[config.mk]
export PLATFORM = sky130hd
export DESIGN_NAME = bcd_timekeeper
export DESIGN_NICKNAME = d
export VERILOG_FILES = /design/src/rtl/timekeeper_pkg.sv /design/src/rtl/btn_debounce.sv /design/src/rtl/bcd_timekeeper.sv
export SDC_FILE = /design/constraint.sdc
export NUM_CORES = 1
export LEC_CHECK = 0
export ABC_AREA = 1
export CAP_MARGIN = 30
export CORE_ASPECT_RATIO = 0.6
export CORE_MARGIN = 10
export CORE_UTILIZATION = 55
export CTS_CLUSTER_SIZE = 10
export DETAILED_ROUTE_END_ITERATION = 16
export PLACE_DENSITY = 0.74
export SYNTH_ARGS = -nofsm -noshare
export SYNTH_HDL_FRONTEND = slang
export SYNTH_SLANG_ARGS = --single-unit
[constraint.sdc]
create_clock -name clk -period 1.8 [get_ports clk]
set_input_delay 0.36 -clock clk [delete_from_list [all_inputs] [get_ports clk]]
set_output_delay 0.36 -clock clk [all_outputs]
set_load 0.05 [all_outputs]
[src/rtl/timekeeper_pkg.sv]
// timekeeper_pkg: shared state encoding, edit codes, BCD limits and BCD increment
package timekeeper_pkg;
  typedef enum logic [1:0] {RUN = 2'd0, SET_H = 2'd1, SET_M = 2'd2} state_t;
  localparam logic [1:0] EDIT_RUN = 2'b00;
  localparam logic [1:0] EDIT_H = 2'b10;
  localparam logic [1:0] EDIT_M = 2'b01;
  localparam logic [7:0] HOUR_MAX = 8'h23;
  localparam logic [7:0] MINSEC_MAX = 8'h59;
  function automatic logic [7:0] bcd_inc(input logic [7:0] v, input logic [7:0] lim);
    return v == lim ? 8'h00 : v[3:0] == 4'd9 ? {v[7:4] + 4'd1, 4'd0} : {v[7:4], v[3:0] + 4'd1};
  endfunction
endpackage

[src/rtl/btn_debounce.sv]
// btn_debounce: 2-FF synchronizer, stable-count debouncer and press-edge pulse
module btn_debounce #(
  parameter int DEBOUNCE_CYCLES = 1_000_000
) (
  input  logic clk,
  input  logic reset,
  input  logic raw,
  output logic press
);
  localparam int CW = $clog2(DEBOUNCE_CYCLES + 1);
  logic [1:0] sync;
  logic [CW-1:0] cnt;
  logic level, level_q;
  // count cycles of disagreement; the level flips one edge after the count completes
  always_ff @(posedge clk) begin
    if (reset) begin
      sync <= '0;
      cnt <= '0;
      level <= 1'b0;
      level_q <= 1'b0;
    end else begin
      sync <= {sync[0], raw};
      level_q <= level;
      if (cnt == CW'(DEBOUNCE_CYCLES)) begin
        level <= ~level;
        cnt <= '0;
      end else begin
        cnt <= sync[1] != level ? cnt + 1'b1 : '0;
      end
    end
  end
  assign press = level & ~level_q;
endmodule

[src/rtl/bcd_timekeeper.sv]
// bcd_timekeeper: 1 Hz prescaler, BCD hh:mm:ss counters and button-driven set mode
module bcd_timekeeper
  import timekeeper_pkg::*;
#(
  parameter int CLK_HZ = 100_000_000,
  parameter int DEBOUNCE_CYCLES = 1_000_000
) (
  input  logic       clk,
  input  logic       reset,
  input  logic       btn_mode,
  input  logic       btn_inc,
  output logic [7:0] bcd_h,
  output logic [7:0] bcd_m,
  output logic [7:0] bcd_s,
  output logic [1:0] edit,
  output logic       tick_1hz
);
  localparam int PW = $clog2(CLK_HZ);
  state_t state, state_n;
  logic [PW-1:0] pre;
  logic mode_ev, inc_ev, wrap, s_wrap, m_wrap, inc_h, inc_m, leave;
  btn_debounce #(.DEBOUNCE_CYCLES(DEBOUNCE_CYCLES)) u_mode (
    .clk(clk), .reset(reset), .raw(btn_mode), .press(mode_ev)
  );
  btn_debounce #(.DEBOUNCE_CYCLES(DEBOUNCE_CYCLES)) u_inc (
    .clk(clk), .reset(reset), .raw(btn_inc), .press(inc_ev)
  );
  assign wrap = state == RUN && pre == PW'(CLK_HZ - 1);
  assign s_wrap = bcd_s == MINSEC_MAX;
  assign m_wrap = bcd_m == MINSEC_MAX;
  assign inc_h = state == SET_H && inc_ev && !mode_ev;
  assign inc_m = state == SET_M && inc_ev && !mode_ev;
  assign leave = state == SET_M && mode_ev;
  assign edit = state == SET_H ? EDIT_H : state == SET_M ? EDIT_M : EDIT_RUN;
  // mode events cycle RUN -> SET_H -> SET_M -> RUN
  always_comb begin
    state_n = state;
    if (mode_ev) state_n = state == RUN ? SET_H : state == SET_H ? SET_M : RUN;
  end
  // state register
  always_ff @(posedge clk) begin
    if (reset) state <= RUN;
    else state <= state_n;
  end
  // prescaler runs only in RUN; fields advance on ticks with carry, or on inc events without carry
  always_ff @(posedge clk) begin
    if (reset) begin
      pre <= '0;
      tick_1hz <= 1'b0;
      bcd_h <= 8'h00;
      bcd_m <= 8'h00;
      bcd_s <= 8'h00;
    end else begin
      pre <= (state != RUN || wrap) ? '0 : pre + 1'b1;
      tick_1hz <= wrap;
      if (wrap) bcd_s <= bcd_inc(bcd_s, MINSEC_MAX);
      else if (leave) bcd_s <= 8'h00;
      if ((wrap && s_wrap) || inc_m) bcd_m <= bcd_inc(bcd_m, MINSEC_MAX);
      if ((wrap && s_wrap && m_wrap) || inc_h) bcd_h <= bcd_inc(bcd_h, HOUR_MAX);
    end
  end
endmodule

Word level (Yosys, flattened, before mapping)

Cells that the tools add are included.

Add/sub/neg operators: 9
Eq/ne operators: 14
Mux-type cells: 12
Bitwise gates (word level): 8
Reduce and logical (&&, ||, !) cells: 23

Operator list:

| operator                                              | number |
|---|---|
| two-way mux 8 bit                                     | 8 |
| adder 20 x 1 -> 20 bit, second input constant         | 2 |
| equality test 20 bit, second input constant           | 2 |
| adder 27 x 1 -> 27 bit, second input constant         | 1 |
| equality test 27 bit, second input constant           | 1 |
| adder 4 x 1 -> 4 bit, second input constant           | 6 |
| equality test 8 x 7 -> 1 bit, second input constant   | 2 |
| equality test 4 bit, second input constant            | 3 |
| equality test 8 x 6 -> 1 bit, second input constant   | 1 |
| logical AND 1 bit                                     | 8 |
| nonzero test 2 bit                                    | 4 |
| two-way mux 2 bit                                     | 3 |
| NOT 1 bit                                             | 6 |
| AND reduction 2 bit                                   | 3 |
| OR reduction 3 bit                                    | 2 |
| logical OR 1 bit                                      | 3 |
| inequality test 3 x 1 -> 1 bit, second input constant | 1 |
| AND 1 bit                                             | 2 |
| equality test 2 x 1 -> 1 bit, second input constant   | 1 |
| equality test 2 bit, second input constant            | 1 |
| zero test 2 bit                                       | 1 |
| inequality test 1 bit                                 | 2 |
| OR reduction 2 bit                                    | 1 |
| zero test 1 bit                                       | 1 |
| two-way mux 1 bit                                     | 1 |

Register bits after elaboration: 102
Bits of input ports: 4
Output and inout bits: 27
Logic and storage cells: 83

Logic depth before layout (Yosys ltp)

Depth after elaboration: 6
Mapped depth: 13
Depth with buffers taken out: 13

Hierarchy

From an unflattened synthesis, not the netlist that was laid out.

Cells, all modules: 786
Area, all modules: 5,602.9 um2

Modules (own cells, without submodules):

| module         | times used | cells each | area each (um2) | seq. area each (um2) |
|---|---|---|---|---|
| bcd_timekeeper | 1          | 414        | 2,987.9         | 1,081.0 |
| btn_debounce   | 2          | 186        | 1,307.5         | 480.5 |

Least setup slack after synthesis

No wires, ideal clock.

Kind: register -> register
Start point: register bcd_s[0]
End point: register bcd_h[4]
Library setup time: 0.116 ns
Arrival time: 1.904 ns
Data required time: 1.684 ns
Setup slack: -0.220 ns
Cell stages (with the launch flop): 12
Buffers on the path: 1
Clock period less this slack: 2.020 ns
Path through: dfxtp_1 ha_1 nand2_1 nor2_2 inv_1 nor2_1 nand4_1 nand2_2 buf_6 nand3_1 nand2_1 nor2_1

Cells in the longest elaborated chain, start to end: 5

RTL lines:

| what                                 | line                 | text |
|---|---|---|
| start: declaration                   | bcd_timekeeper.sv:14 | `output logic [7:0] bcd_s,` |
| start signal: assignment             | bcd_timekeeper.sv:56 | `if (wrap) bcd_s <= bcd_inc(bcd_s, MINSEC_MAX);` |
| equality test 8 x 7 -> 1 bit         | bcd_timekeeper.sv:29 | `assign s_wrap = bcd_s == MINSEC_MAX;` |
| logical AND 1 bit (2 in series)      | bcd_timekeeper.sv:59 | `if ((wrap && s_wrap && m_wrap) \|\| inc_h) bcd_h <= bcd_inc(bcd_h, HOUR_MAX);` |
| logical OR 1 bit                     | bcd_timekeeper.sv:59 |  |
| AND reduction 2 bit (no source line) | n/a                  |  |
| end signal: assignment               | bcd_timekeeper.sv:59 |  |
| end: declaration                     | bcd_timekeeper.sv:12 | `output logic [7:0] bcd_h,` |

No other way between the ends.
A chain may end at the register's enable or synchronous reset.

Final worst setup path

Start point: register bcd_m[5]
End point: register bcd_h[0]

Cells in the longest elaborated chain, start to end: 3

RTL lines:

| what                         | line                 | text |
|---|---|---|
| start: declaration           | bcd_timekeeper.sv:13 | `output logic [7:0] bcd_m,` |
| start signal: assignment     | bcd_timekeeper.sv:58 | `if ((wrap && s_wrap) \|\| inc_m) bcd_m <= bcd_inc(bcd_m, MINSEC_MAX);` |
| equality test 8 x 7 -> 1 bit | bcd_timekeeper.sv:30 | `assign m_wrap = bcd_m == MINSEC_MAX;` |
| logical AND 1 bit            | bcd_timekeeper.sv:59 |  |
| logical OR 1 bit             | bcd_timekeeper.sv:59 |  |

No other way between the ends.

==> out/qor.yml <==
synth_nets: 766
fp.dieH_um: 96.4
initial_core_util: 0.574
max_freq_ghz: 0.538
portBuffers: 30
vias: 5087
cp.required_ns: 2.06
cts_hold_buf: 0
rsz0062_at_grt: "yes"
crit_path_start_kind: "flop"
postRouteAntennaNets: 0
worstPathCellList: "inv_1, ha_1, nand3_1, nor2_2, nand4_1, nand2_4, buf_12, o21ai_0, nand2_1, nor2_1"
critPathMaxFanout: 5
antenna_found_initial: 0
setup_viol: 2
cts_tree: "done"
slowest_delay_ns: 0.36
combPwrFrac: 0.023
syn_avg_cell_area_um2: 7.18
power.density_mw_per_mm2: 681
wl_per_cell_um: 14.0
finalWeightedCongestion: 0.915
first_pass_iters: 6
ir_drop_mv: 0.488
placed_area_mm2: 0.00594
drc: 0
synthDistinctLibCells: 41
cts_inserted_buffers: 9
ioPinCount: 31
synth_flop_cell: "dfxtp_1"
arrival_ns: 2.11
fin_ws_ns: -0.0588
post-dp-hpwl_mm: 9.44
path_class: "flop to flop"
cp_slowest_cell: "dfxtp_1"
path_clk_slew_ns: 0.07
tightest_slew_ns: 0.463
drv_slew: 0
grt_start_max_net_pins: 21
post-route-period-util: 1.03
root_buffer: "clkbuf_16"
critPathTopFamily: "simple AND/OR/NAND/NOR gates"
ys_seq_elements: 102
clk_latency_ns: 0.35
syn_inst: 745
cts_max_level: 3
clock_skew_ns: 0.00811
gr-total-overflow: 0
drtIter0Drc: 433
grtUsageTotal: 0.177
die_w_um: 147
seqPwrFrac: 0.505
routed_wl_mm: 13.3
cts_buffer_depth: 2
die_area_mm2: 0.0142
hold_viol_final: 0
switching_share: 0.214
whs_ns: 0.429
post-route-min-period_ns: 1.86
clock_sinks: 102
worst_setup_path_end_kind: "flop"
yosysWarnings: 0
netSwitchingPower_w: 0.000962
grt_pass1_vias: 4408
drv_cap: 0
row_count: 27
core-area_mm2: 0.00932
status: "complete, but fails checks"
grt_pass1_wl_mm: 20.7
syn-cell-area_mm2: 0.00535
nNetsFinal: 841
synth_edf_count: 0
clkPwrFrac: 0.472
worst-path-buf-inv: 2
drive_gt1_frac: 0.247
seq_area_frac_synth: 0.382
violations: "negative setup slack"
power.internal_w: 0.00354
hold_path_class: "flop to flop"
antenna_cells: 0
leakage_nw: 2.53
stdcell_area_mm2: 0.00661
area_growth_pct: 23.4
slew_headroom: 0.690
via_per_inst: 5.33
synthArstFlopShare: 0
metal layers:
layer	GRT usage	vias up	wire length, um
li1	-	2556	-
met1	0.250	2319	6450
met2	0.253	195	5530
met3	0.0594	17	1200
met4	0.0476	0	170
met5	0	-	0
final timing paths:
path / to / startpoint / slack [ns] / cells past startpoint
worst min-delay path: u_mode.sync[1]$_SDFF_PP0_ / u_mode.sync[0]$_SDFF_PP0_ / 0.43 / 2
worst max-delay path: bcd_h[0]$_SDFFE_PP0P_ / bcd_m[5]$_SDFFE_PP0P_ / -0.06 / 10
worst min register to register: u_mode.sync[1]$_SDFF_PP0_ / u_mode.sync[0]$_SDFF_PP0_ / 0.43 / 2
worst max register to register: bcd_h[0]$_SDFFE_PP0P_ / bcd_m[5]$_SDFFE_PP0P_ / -0.06 / 10
layout make-up:
| cell class | count | area, um^2 |
|---|---|---|
| multi-input cells | 537 | 3050 |
| fillers | 757 | 2720 |
| flip-flops and latches | 102 | 2080 |
| repair buffers | 73 | 626 |
| inverters | 97 | 369 |
| clock buffers | 10 | 229 |
| well taps | 130 | 163 |
| clock inverters | 6 | 95.1 |
power by group through the flow:
stage	combinational [W]	clock [W]	sequential [W]
final	0.000104	0.00212	0.00227
after global routing	0.000115	0.00225	0.00227
after CTS	0.0000972	0.00215	0.00227
after detailed placement	0.0000965	0	0.00233
after global placement	0.0000942	0	0.00232
after floorplan	0.0000570	0	0.00232
synth_stat cells, types with 4 or more instances:
cell type / n / area [um^2]
a21oi_1: 45 / 225
a21oi_2: 6 / 52.6
buf_2: 4 / 20.0
dfxtp_1: 102 / 2040
ha_1: 17 / 213
inv_1: 87 / 327
inv_2: 7 / 26.3
nand2_1: 142 / 533
nand2_2: 11 / 68.8
nand3_1: 50 / 250
nand3_2: 4 / 40.0
nand4_1: 21 / 131
nor2_1: 107 / 402
nor2_2: 15 / 93.8
nor3_1: 19 / 95.1
nor3_4: 4 / 65.1
nor3b_1: 7 / 52.6
nor4_1: 10 / 62.6
o21a_1: 4 / 30.0
o21ai_0: 10 / 50.1
o21ai_1: 4 / 20.0
or2_0: 6 / 37.5
or2_2: 10 / 62.6
xnor2_1: 8 / 70.1
xor2_1: 19 / 166
cells in the final DEF, fill, tap and decap left out, types with 9 or more instances in the layout:
cell type | synthesis | routed
inv_1 | 87 | 83
nor3_1 | 19 | 18
nor4_1 | 10 | 10
nand4_1 | 21 | 21
xor2_1 | 19 | 19
ha_1 | 17 | 14
nor2_4 | 3 | 11
dfxtp_1 | 102 | 81
or2_2 | 10 | 10
buf_4 | 3 | 63
clkbuf_16 | 0 | 9
dfxtp_2 | 0 | 17
nor2_2 | 15 | 14
o21ai_0 | 10 | 10
nand3_1 | 50 | 46
nor2_1 | 107 | 100
nand2_1 | 142 | 132
a21oi_1 | 45 | 45
inv_2 | 7 | 10
nand2_2 | 11 | 18
registers in the layout (all words and copies together), names as in the netlist, 8 cells and up:
| signal | cells |
|---|---|
| bcd_h | 8 |
| bcd_m | 8 |
| u_inc.cnt | 20 |
| u_mode.cnt | 20 |
| bcd_s | 8 |
| pre | 27 |
stage by stage:
step,worst slack (ns),utilization,power (W),TNS (ns),instances
final,-0.0588,0.708,0.00450,-0.0623,955
after global placement,0.0832,0.637,0.00242,0,922
after CTS,0.0106,0.673,0.00452,0,938
after detailed placement,0.0251,0.637,0.00242,0,922
after global routing,-0.128,0.708,0.00464,-1.06,955
after floorplan,-0.0134,-,0.00238,-0.0134,745
worst reg2reg max path, stage by stage (launching register included):
cell and delay (ns):
dfxtp_1 0.36, inv_1 0.07, ha_1 0.13, nand3_1 0.19, nor2_2 0.19, nand4_1 0.25
nand2_4 0.18, buf_12 0.12, o21ai_0 0.12, nand2_1 0.11, nor2_1 0.04
cell families (layout without fill, tap and decap cells):
family | after synthesis | after routing | synth area share
XOR/XNOR | 27 | 27 | 0.0442
flip-flops | 102 | 102 | 0.382
AO/OA/AOI/OAI | 76 | 76 | 0.0797
adder cells (fa/ha/maj) | 17 | 17 | 0.0397
AND/OR/NAND/NOR | 416 | 417 | 0.374
buffers and inverters | 107 | 186 | 0.0811
repair_timing:
item                                    4_1_cts  5_1_grt
buffers inserted                              0       16
endpoints found under the setup margin        1       46
resized for setup                             1       68
pin swaps                                     0       23
gates cloned                                  0        1
(Power assumes the default switching activity.)
